`config.mk`:
```
export PLATFORM = sky130hd
export DESIGN_NAME = mem_io_uart_tx
export DESIGN_NICKNAME = d
export VERILOG_FILES = /design/src/rtl/mem_io_uart_tx.sv
export SDC_FILE = /design/constraint.sdc
export NUM_CORES = 1
export LEC_CHECK = 0
export CAP_MARGIN = 20
export CELL_PAD_IN_SITES_DETAIL_PLACEMENT = 1
export CELL_PAD_IN_SITES_GLOBAL_PLACEMENT = 2
export CORE_MARGIN = 3
export CORE_UTILIZATION = 35
export CTS_CLUSTER_DIAMETER = 200
export DETAILED_ROUTE_END_ITERATION = 16
export PLACE_DENSITY = 0.81
export SYNTH_ARGS = -nofsm -noshare
export SYNTH_HDL_FRONTEND = slang
export SYNTH_SLANG_ARGS = --single-unit
```
`constraint.sdc`:
```
create_clock -name clk -period 8.3 [get_ports clk]
set_input_delay 1.66 -clock clk [delete_from_list [all_inputs] [get_ports clk]]
set_output_delay 1.66 -clock clk [all_outputs]
set_load 0.02 [all_outputs]
```
`src/rtl/mem_io_uart_tx.sv`:
```
// Memory-mapped 8N1 serial transmitter with a byte FIFO on the processor data bus.
// Latency: register reads are combinational; the first tx fall is 1 clk after a push from idle.
// Backpressure: a push into a full FIFO is dropped and sets the sticky OVF flag (unless a pop frees the slot on that edge).
module mem_io_uart_tx #(
  parameter logic [7:0]  BASE_ADDR  = 8'hF0,
  parameter int          FIFO_DEPTH = 4,
  parameter logic [15:0] DIV_RESET  = 16'd9
) (
  input  logic        clk,
  input  logic        rst,
  input  logic        mem_wr,
  input  logic [7:0]  mem_addr,
  input  logic [31:0] mem_data_out,
  output logic        hit,
  output logic [31:0] rd_data,
  output logic        tx,
  output logic        irq
);

  localparam int PW = $clog2(FIFO_DEPTH);

  typedef enum logic [1:0] {IDLE, START, DATA, STOP} state_t;

  state_t      state, state_nxt;
  logic [7:0]  fifo_mem [FIFO_DEPTH];
  logic [PW-1:0] wr_ptr, rd_ptr;
  logic [4:0]  count;
  logic        ovf, en, ie;
  logic [15:0] baud;
  logic [15:0] timer, timer_nxt;
  logic [7:0]  shift, shift_nxt;
  logic [2:0]  bit_cnt, bit_cnt_nxt;
  logic        tx_nxt;
  logic        pop;
  logic        full, empty, busy, bit_end;
  logic        wr_hit, push_req, push_ok;
  logic [1:0]  offset;
  logic        unused_bits;

  assign hit      = (mem_addr[7:2] == BASE_ADDR[7:2]);
  assign offset   = mem_addr[1:0];
  assign wr_hit   = mem_wr && hit;
  assign full     = (count == 5'(FIFO_DEPTH));
  assign empty    = (count == 5'd0);
  assign busy     = (state != IDLE);
  assign bit_end  = (timer == 16'd0);
  assign push_req = wr_hit && (offset == 2'd0);
  // A pop on the same edge frees the head slot, so a push into a full FIFO still lands.
  assign push_ok  = push_req && (!full || pop);
  assign unused_bits = ^mem_data_out[31:16];

  // Zero-latency register read mux; reflects state before the current edge.
  always_comb begin
    rd_data = 32'd0;
    if (hit) begin
      case (offset)
        2'd1:    rd_data = {23'd0, count, ovf, busy, empty, full};
        2'd2:    rd_data = {16'd0, baud};
        2'd3:    rd_data = {30'd0, ie, en};
        default: rd_data = 32'd0;
      endcase
    end
  end

  // Frame sequencer: next state, bit timer, shifter and the registered tx value.
  always_comb begin
    state_nxt   = state;
    timer_nxt   = timer;
    shift_nxt   = shift;
    bit_cnt_nxt = bit_cnt;
    tx_nxt      = tx;
    pop         = 1'b0;
    case (state)
      IDLE: begin
        if (en && !empty) begin
          pop       = 1'b1;
          state_nxt = START;
          shift_nxt = fifo_mem[rd_ptr];
          timer_nxt = baud;
          tx_nxt    = 1'b0;
        end
      end
      START: begin
        if (bit_end) begin
          state_nxt   = DATA;
          timer_nxt   = baud;
          bit_cnt_nxt = 3'd0;
          tx_nxt      = shift[0];
        end else begin
          timer_nxt = timer - 16'd1;
        end
      end
      DATA: begin
        if (bit_end) begin
          timer_nxt = baud;
          if (bit_cnt == 3'd7) begin
            state_nxt = STOP;
            tx_nxt    = 1'b1;
          end else begin
            bit_cnt_nxt = bit_cnt + 3'd1;
            shift_nxt   = {1'b0, shift[7:1]};
            tx_nxt      = shift[1];
          end
        end else begin
          timer_nxt = timer - 16'd1;
        end
      end
      STOP: begin
        if (bit_end) begin
          // Chain straight into the next start bit so there is no idle gap.
          if (en && !empty) begin
            pop       = 1'b1;
            state_nxt = START;
            shift_nxt = fifo_mem[rd_ptr];
            timer_nxt = baud;
            tx_nxt    = 1'b0;
          end else begin
            state_nxt = IDLE;
            tx_nxt    = 1'b1;
          end
        end else begin
          timer_nxt = timer - 16'd1;
        end
      end
      default: state_nxt = IDLE;
    endcase
  end

  // Sequencer state register; reset forces the line idle and drops any frame in flight.
  always_ff @(posedge clk or negedge rst) begin
    if (!rst) begin
      state   <= IDLE;
      timer   <= 16'd0;
      shift   <= 8'd0;
      bit_cnt <= 3'd0;
      tx      <= 1'b1;
    end else begin
      state   <= state_nxt;
      timer   <= timer_nxt;
      shift   <= shift_nxt;
      bit_cnt <= bit_cnt_nxt;
      tx      <= tx_nxt;
    end
  end

  // FIFO storage; contents are meaningless once the pointers are reset.
  always_ff @(posedge clk) begin
    if (push_ok) fifo_mem[wr_ptr] <= mem_data_out[7:0];
  end

  // FIFO pointers and occupancy.
  always_ff @(posedge clk or negedge rst) begin
    if (!rst) begin
      wr_ptr <= '0;
      rd_ptr <= '0;
      count  <= 5'd0;
    end else begin
      if (push_ok) wr_ptr <= wr_ptr + PW'(1);
      if (pop)     rd_ptr <= rd_ptr + PW'(1);
      case ({push_ok, pop})
        2'b10:   count <= count + 5'd1;
        2'b01:   count <= count - 5'd1;
        default: count <= count;
      endcase
    end
  end

  // Control registers, sticky overflow flag and the interrupt line.
  always_ff @(posedge clk or negedge rst) begin
    if (!rst) begin
      baud <= DIV_RESET;
      en   <= 1'b0;
      ie   <= 1'b0;
      ovf  <= 1'b0;
      irq  <= 1'b0;
    end else begin
      irq <= empty && (state == IDLE) && ie;
      if (push_req && full && !pop) begin
        ovf <= 1'b1;
      end else if (wr_hit && (offset == 2'd1) && mem_data_out[3]) begin
        ovf <= 1'b0;
      end
      if (wr_hit && (offset == 2'd2)) baud <= mem_data_out[15:0];
      if (wr_hit && (offset == 2'd3)) {ie, en} <= mem_data_out[1:0];
    end
  end

endmodule
```
# Word level (Yosys, flattened, before mapping)

Memories as Yosys holds them, arrays and structs flattened.
Cells that the tools add are included.

Flip-flop bits (word level): 59
Latch bits: 0
RAM bits: 32
Memory bits (read-only): 0
Input bits: 43
Output and inout port bits: 35
Logic and storage cells: 104
Memories: 1

$add $sub $neg: 6
Multiply operators: 0
Divide/modulo/power cells: 0
$lt $le $gt $ge: 0
Equality and inequality tests: 17
Shifts and indexed selects: 0
Muxes and demuxes: 37
Bitwise logic cells: 0
Reduce and logical (&&, ||, !) cells: 30

Memory list:

| name     | depth | bits a word | rd ports | clocked after Yosys merged registers in | wr ports | line | RTL |
|---|---|---|---|---|---|---|---|
| fifo_mem | 4     | 8           | 1        | 0                                       | 1        | 25   | `logic [7:0] fifo_mem [FIFO_DEPTH];` |

Operators by type and width:

| kind                                                                   | number |
|---|---|
| 16-bit one-hot mux with 3 select lines                                 | 2 |
| 16-bit 2-to-1 mux                                                      | 3 |
| 32-bit 2-to-1 mux                                                      | 1 |
| 8-bit 2-to-1 mux                                                       | 4 |
| 8-bit one-hot mux with 3 select lines                                  | 1 |
| 16-bit logical NOT                                                     | 1 |
| 16-bit by 1-bit subtractor with 16-bit output (second input constant)  | 1 |
| 1-bit 2-to-1 mux                                                       | 13 |
| 1-bit logical AND                                                      | 12 |
| 2-bit inequality test (second input constant)                          | 6 |
| 4-bit AND reduction                                                    | 3 |
| 2-bit equality test (second input constant)                            | 5 |
| 2-bit 2-to-1 mux                                                       | 5 |
| 5-bit one-hot mux with 2 select lines                                  | 1 |
| 3-bit 2-to-1 mux                                                       | 3 |
| 2-bit one-hot mux with 4 select lines                                  | 1 |
| 2-bit nonzero test                                                     | 4 |
| 2-bit by 1-bit equality test with 1-bit output (second input constant) | 3 |
| 6-bit equality test (second input constant)                            | 1 |
| 3-bit one-hot mux with 2 select lines                                  | 1 |
| 5-bit by 1-bit adder with 5-bit output (second input constant)         | 1 |
| 5-bit by 3-bit equality test with 1-bit output (second input constant) | 1 |
| 5-bit logical NOT                                                      | 1 |
| 5-bit AND reduction                                                    | 1 |
| other kinds (11)                                                       | 15 |

# Logic depth before layout (Yosys ltp)

Gate-level depths: netlist (run 1).

Depth after elaboration: 10
Depth in mapped cells: 12
Gate-level depth less buffers: 11

# Worst setup path after synthesis (run 1)

No wires, ideal clock.

Path type: input -> output
Start point: input mem_addr[3]
End point: output rd_data[10]
Arrival: 2.942 ns
Required time: 6.640 ns
Path slack: 3.698 ns
Stages on the path: 4
Path buffers: 1
Path through: or4_1 -> inv_1 -> clkbuf_1 -> and3_1

Cells in the longest elaborated chain, start to end: 2

Ends and longest elaborated chain:

| what                | line | RTL |
|---|---|---|
| from (decl)         | 12   | `input logic [7:0] mem_addr,` |
| 6-bit equality test | 40   | `assign hit = (mem_addr[7:2] == BASE_ADDR[7:2]);` |
| net hit             | 14   | `output logic hit,` |
| 32-bit 2-to-1 mux   | 55   | `if (hit) begin` |
| to (decl)           | 15   | `output logic [31:0] rd_data,` |

The timed path passes the listed nets, and every way through them passes these cells.

# Worst setup path after layout (run 1)

Start point: input mem_addr[1]
End point: output rd_data[8]

Cells in the longest elaborated chain, start to end: 3
Elaborated cells on any way between the ends: 5
Those cells by class: eq/ne: 3; mux: 2

Ends and longest elaborated chain:

| what                                                                                  | line | RTL |
|---|---|---|
| 2-bit equality test or 2-bit by 1-bit equality test with 1-bit output (tied branches) | 56   | `case (offset)` |
| 16-bit one-hot mux with 3 select lines (*)                                            | 56   |  |
| 32-bit 2-to-1 mux (*)                                                                 | 55   |  |

Mark *: on every way between the ends. The rest lies on a longest branch, timed or not.

==> results.toml, run 1 <==
[run_status]
status = "completed"

[floorplanning]
die-height_um = 125
dieWidth_um = 125
top_level_ports = 78
placement_rows = 42
starting_density_of_the_core = 0.366
design.core.area_mm2 = 0.0136
area_of_the_die_mm2 = 0.0157

[power_and_ir_drop]
fraction_of_power_consumed_by_sequential_logic = 0.379
power.share.combinational = 0.370
maximum_vdd_drop_mv = 0.125
power_density_mw_per_mm2 = 279
power.leakage_nw = 2.41
cell_internal_pwr_mw = 1.01
sw_frac_of_total = 0.377
power_frac_clock = 0.251
totalPowerFinal_mw = 1.63
switchingPower_mw = 0.613

[clock_tree]
postCtsSetupRepairBufs = 0
post_cts.resized_instances = 0
clockBufferDepth = 2
clock-sinks = 91
worstSkewPairLatency_ns = 0.34
clk_root_buffer_cell = "clkbuf_16"
numCtsBuffers = 9
postCtsHoldBufs = 0
clkSlewWorstSetupHoldPaths_ns = 0.07
cts-htree-levels = 3
cts_tree = "built"

[drt]
detailroute.wirelength.met2_mm = 5.97
vias_per_cell = 5.44
drcViolationCount = 0
met3WireLength_um = 443
firstDrtPassIters = 4
drt_wl_total_mm = 12.7
initial_drc_count = 160
wirelength_met1_mm = 6.07
vias = 3650
top_layer_used = "met4"
final_antenna_net_count = 0
wl_per_cell_um = 18.9

[place]
pre_cts_ws_ns = 2.55
place_congestion = 0.791
post-dp-hpwl_mm = 8.76
detailed_place.area_mm2 = 0.00548
dp.cells = 653
place.port_buffers = 45

[yosys]
ys_top_cells_by_count = "dfrtp_1 (56), nor2_1 (52), edfxtp_1 (32), clkbuf_1 (24)"
synth-seq-area-share = 0.491
synth.cell_area_mm2 = 0.00497
ys_ff_latch = 91
synth.top_cells.by_area = "dfrtp_1 (28%), edfxtp_1 (19%), mux2_2 (5.2%)"
yosys.cell_types.count = 56
ys.warnings.count = 0
synthDominantCellAreaShare = 0.282
synth_cells = 459
synth_top_cell_by_area = "dfrtp_1"
synth_enable_flop_cells = 32
yosys.cell_count.top_type = "dfrtp_1"
synthesis.area_per_instance_um2 = 10.8
ys_async_sr_fraction = 0.648
synth_top_flop_cell = "dfrtp_1"

[setup_path]
reg2reg_setup_slack_ns = 5.40
reg2reg_to = "count[4]$_DFFE_PN0P_"
path_depth_of_the_worst_reg2reg_path = 9
cp_num_buf_inv = 2
startpoint = "mem_addr[1]"
worstPathMaxFanout = 15
crit_type = "in2out"
setup.worst_path.end_class = "output port"
worst_path_most_repeated_cell = "clkdlybuf4s50_1"
timing.critical_path.required_ns = 6.64
cp.depth = 5
crit_slowest_cell = "nor2b_1"
r2r_start = "timer[8]$_DFF_PN0_"
crit_family = "buffers and inverters"
worstPathArrival_ns = 4.09
timing.critical_path.to = "rd_data[8]"
crit_path_start_kind = "input pin"
largest_stage_delay_worst_path_ns = 0.81
crit_chain = "clkdlybuf4s50_1, nor2b_1, a22oi_1, nor2_1, clkdlybuf4s50_1"

[sta]
final-setup-viol-count = 0
finalSetupTns_ns = 0
setup_ws_ns = 2.55
worst-slew-pin-transition_ns = 0.969
layout_worst_path_cycle_share = 0.693
fin_hold_ws_ns = 0.482
skew_ns = 0.00466
top_achievable_clock_speed_mhz = 174
grt_setup_unrepaired = "false"
hold_violations = 0
slew_headroom = 0.353
layout_min_cycle_time_ns = 5.75
timing_max_transition_violations_final = 0

[grt]
grt_max_degree = 60
overflow = 0
first_pass_grt_wire_length_mm = 21.2
initial_antenna_violation_count = 0
grt_pass1_vias = 3849
track_usage = 0.167

[final_layout]
area.growth.synth_to_final_pct = 17.1
fill_cells = 1510
layout.core_utilization = 0.429
num_antenna_cells = 0
layout-drive-gt1-share = 0.131
sequential_cell_area_mm2 = 0.00244
final_cell_count_no_fill = 671
multi_input_gate_area_mm2 = 0.00231
post-route-cell-area_mm2 = 0.00582
design.final.nets = 547

[min_path]
type_of_the_most_critical_hold_path = "reg2reg"
whs_path_depth = 2

[flow_run]
max_cap_violations = 0
-- metal layers --
layer,track usage,up-vias
li1,-,1722
met4,0.0434,0
met5,0,-
met1,0.242,1834
met2,0.259,81
met3,0.0307,13
-- worst min-delay path by stage --
| stage | end | start |
|---|---|---|
| finish | tx$_DFFE_PN1P_ | tx$_DFFE_PN1P_ |
| global route | shift[5]$_DFFE_PN0P_ | shift[5]$_DFFE_PN0P_ |
| CTS | tx$_DFFE_PN1P_ | tx$_DFFE_PN1P_ |
| detailed placement | tx$_DFFE_PN1P_ | tx$_DFFE_PN1P_ |
| global placement | shift[5]$_DFFE_PN0P_ | shift[5]$_DFFE_PN0P_ |
| floorplan | shift[0]$_DFFE_PN0P_ | shift[0]$_DFFE_PN0P_ |
-- final cells by class --
class | instances | area share
Multi-Input combinational cell | 327 | 0.397
Tap cell | 176 | 0.0379
Clock inverter | 7 | 0.0118
Sequential cell | 91 | 0.420
Inverter | 10 | 0.00645
Timing Repair Buffer | 51 | 0.0884
Clock buffer | 9 | 0.0387
-- state kept, by name, indices dropped and copies added, names as in the netlist --
name and count:
baud 16, bit_cnt 3, count 5, en 1, fifo_mem 32, ie 1, irq 1, ovf 1
rd_ptr 2, shift 8, state 2, timer 16, tx 1, wr_ptr 2
-- worst min-delay path, stage by stage (launching register included) --
cell and delay, ns:
dfstp_2 0.37, nand2_1 0.05, o31ai_1 0.06
-- power by group through the flow --
stage / logic, mW / registers (mW) / clock network [mW]
2_1_floorplan: 0.442 / 0.599 / 0
3_3_place_gp: 0.552 / 0.621 / 0
3_5_place_dp: 0.575 / 0.625 / 0
4_1_cts: 0.578 / 0.616 / 0.416
5_1_grt: 0.673 / 0.631 / 0.437
6_report: 0.602 / 0.615 / 0.408
-- cells by family after synthesis --
| kind of cell | share of synthesized area |
|---|---|
| other cells | 0.000755 |
| fa+ha+maj | 0.0353 |
| flops | 0.491 |
| buf+inv | 0.0552 |
| simple gates | 0.129 |
| mux | 0.0927 |
| xor+xnor | 0.0300 |
| compound gates | 0.166 |
-- layout by cell type (no fill, tap or decap), types with 11 or more instances in the layout --
cell type and instances:
nor3_1 13, a21oi_1 23, dfrtp_1 56, a22oi_1 11, nand2_1 21, o21ai_0 18
edfxtp_1 32, mux2_2 23, nor2_1 52, and3_1 12, xnor2_1 11, ha_1 14
o22a_1 19, conb_1 16, clkdlybuf4s50_1 44
Power figures use the tool's default switching activity.
==> run 2: changes to the inputs <==
==> constraint.sdc (replaced) <==
create_clock -name clk -period 5.4 [get_ports clk]
set_input_delay 1.08 -clock clk [delete_from_list [all_inputs] [get_ports clk]]
set_output_delay 1.08 -clock clk [all_outputs]
set_load 0.02 [all_outputs]
==> run 2 against run 1 <==
Against the previous run: routed wire length rose by 1.8%; die area did not move; non-clock buffer count grew 1; critical path type unchanged; critical endpoint is now rd_data[14].
==> results.toml, run 2 (synthesized netlist as in run 1, its figures left out) <==
[power_and_ir_drop]
totalPowerFinal_mw = 2.49
power_density_mw_per_mm2 = 429
power.leakage_nw = 2.41
maximum_vdd_drop_mv = 0.228

[sta]
slew_headroom = 0.459
finalSetupTns_ns = 0
layout_min_cycle_time_ns = 4.50
top_achievable_clock_speed_mhz = 222
timing_max_transition_violations_final = 0
final-setup-viol-count = 0
hold_violations = 0
grt_setup_unrepaired = "false"
worst-slew-pin-transition_ns = 0.808
skew_ns = 0.00822
layout_worst_path_cycle_share = 0.833

[floorplanning]
design.core.area_mm2 = 0.0136
dieWidth_um = 125
starting_density_of_the_core = 0.366
placement_rows = 42
area_of_the_die_mm2 = 0.0157
top_level_ports = 78
die-height_um = 125

[final_layout]
num_antenna_cells = 0
layout-drive-gt1-share = 0.131
regMostFlops = "fifo_mem"
most_common_library_cell_in_the_layout_ignoring_fill_and_taps = "dfrtp_1"
design.final.nets = 548
final_cell_mix = "dfrtp_1 (56), nor2_1 (52), clkdlybuf4s50_1 (44)"
reg.largest.list = "fifo_mem x32, baud x16, timer x16"
largest_reg_flops = 32
fill_cells = 1507
area.growth.synth_to_final_pct = 16.8

[flow_run]
max_cap_violations = 0

[clock_tree]
clk_root_buffer_cell = "clkbuf_16"
postCtsHoldBufs = 0
clkSlewWorstSetupHoldPaths_ns = 0.07
numCtsBuffers = 9
worstSkewPairLatency_ns = 0.35
postCtsSetupRepairBufs = 0
post_cts.resized_instances = 0
cts-htree-levels = 3
clockBufferDepth = 2
cts_tree = "built"
clock-sinks = 91

[drt]
initial_drc_count = 172
detailroute.wirelength.met2_mm = 6.19
vias = 3672
wl_per_cell_um = 19.2
drcViolationCount = 0
firstDrtPassIters = 4
top_layer_used = "met4"
met3WireLength_um = 602
vias_per_cell = 5.46
wirelength_met1_mm = 5.96
final_antenna_net_count = 0
drt_wl_total_mm = 12.9

[setup_path]
crit_path_start_kind = "input pin"
setup.worst_path.end_class = "output port"
crit_type = "in2out"
worstPathMaxFanout = 11
timing.critical_path.required_ns = 4.32
path_depth_of_the_worst_reg2reg_path = 6
worstPathArrival_ns = 3.42

[grt]
grt_pass1_vias = 3955
overflow = 0
grt_max_degree = 60
track_usage = 0.168
first_pass_grt_wire_length_mm = 21.2
initial_antenna_violation_count = 0

[place]
place.port_buffers = 45
place_congestion = 0.769
post-dp-hpwl_mm = 8.99

[run_status]
status = "completed"

[min_path]
whs_path_depth = 2
type_of_the_most_critical_hold_path = "reg2reg"
run 2: cell count changes in the layout (fill, tap and decap cells not counted), sizes merged:
cell / change
buf: +1
clkinvlp: -2
bufinv: +1
clkinv: +2
inv: -1
run 2: metal layers:
layer  global-route usage  vias to the layer above
met5                    0                        -
met3               0.0345                       12
met1                0.229                     1857
met4               0.0440                        0
li1                     -                     1722
met2                0.276                       81
run 2: power breakdown:
| part | switching (mW) | internal (mW) |
|---|---|---|
| combinational | 0.514 | 0.384 |
| clock | 0.288 | 0.363 |
| sequential | 0.121 | 0.825 |
run 2: worst paths after layout:
check / end / slack (ns) / from
worst max-delay path: rd_data[14] / 0.90 / mem_addr[6]
worst min-delay path: tx$_DFFE_PN1P_ / 0.49 / tx$_DFFE_PN1P_
worst max register to register: fifo_mem[0][5]$_DFFE_PP_ / 2.51 / timer[8]$_DFF_PN0_
worst min register to register: tx$_DFFE_PN1P_ / 0.49 / tx$_DFFE_PN1P_
max in group asynchronous: baud[13]$_DFFE_PN0P_ / 3.97 / rst
min in group asynchronous: timer[12]$_DFF_PN0_ / 0.90 / rst
run 2: stage by stage:
step / hold WS (ns) / setup WS [ns] / cells / area [um^2] / util
5_1_grt: 0.506 / 0.813 / 672 / 5810 / 0.428
2_1_floorplan: 0.464 / 1.96 / 474 / 5020 / -
6_report: 0.485 / 0.901 / 672 / 5810 / 0.428
3_5_place_dp: 0.482 / 0.884 / 655 / 5500 / 0.406
3_3_place_gp: 0.467 / 0.918 / 655 / 5500 / 0.406
4_1_cts: 0.493 / 0.867 / 671 / 5800 / 0.428
run 2: cell type report:
cell class                 instances  area [um^2]  area share
clock inverter                     7         73.8      0.0127
multi-input combinational        327         2310       0.398
inverter                          10         37.5     0.00647
tap                              176          220      0.0379
sequential                        91         2440       0.420
clock buffer                       9          225      0.0388
timing repair buffer              52          498      0.0858
run 2: critical path: stages:
cell and delay, ns:
clkdlybuf4s50_1 0.45, nand2_1 0.04, or4_1 0.65, inv_1 0.35, and3_1 0.22, clkdlybuf4s50_1 0.62
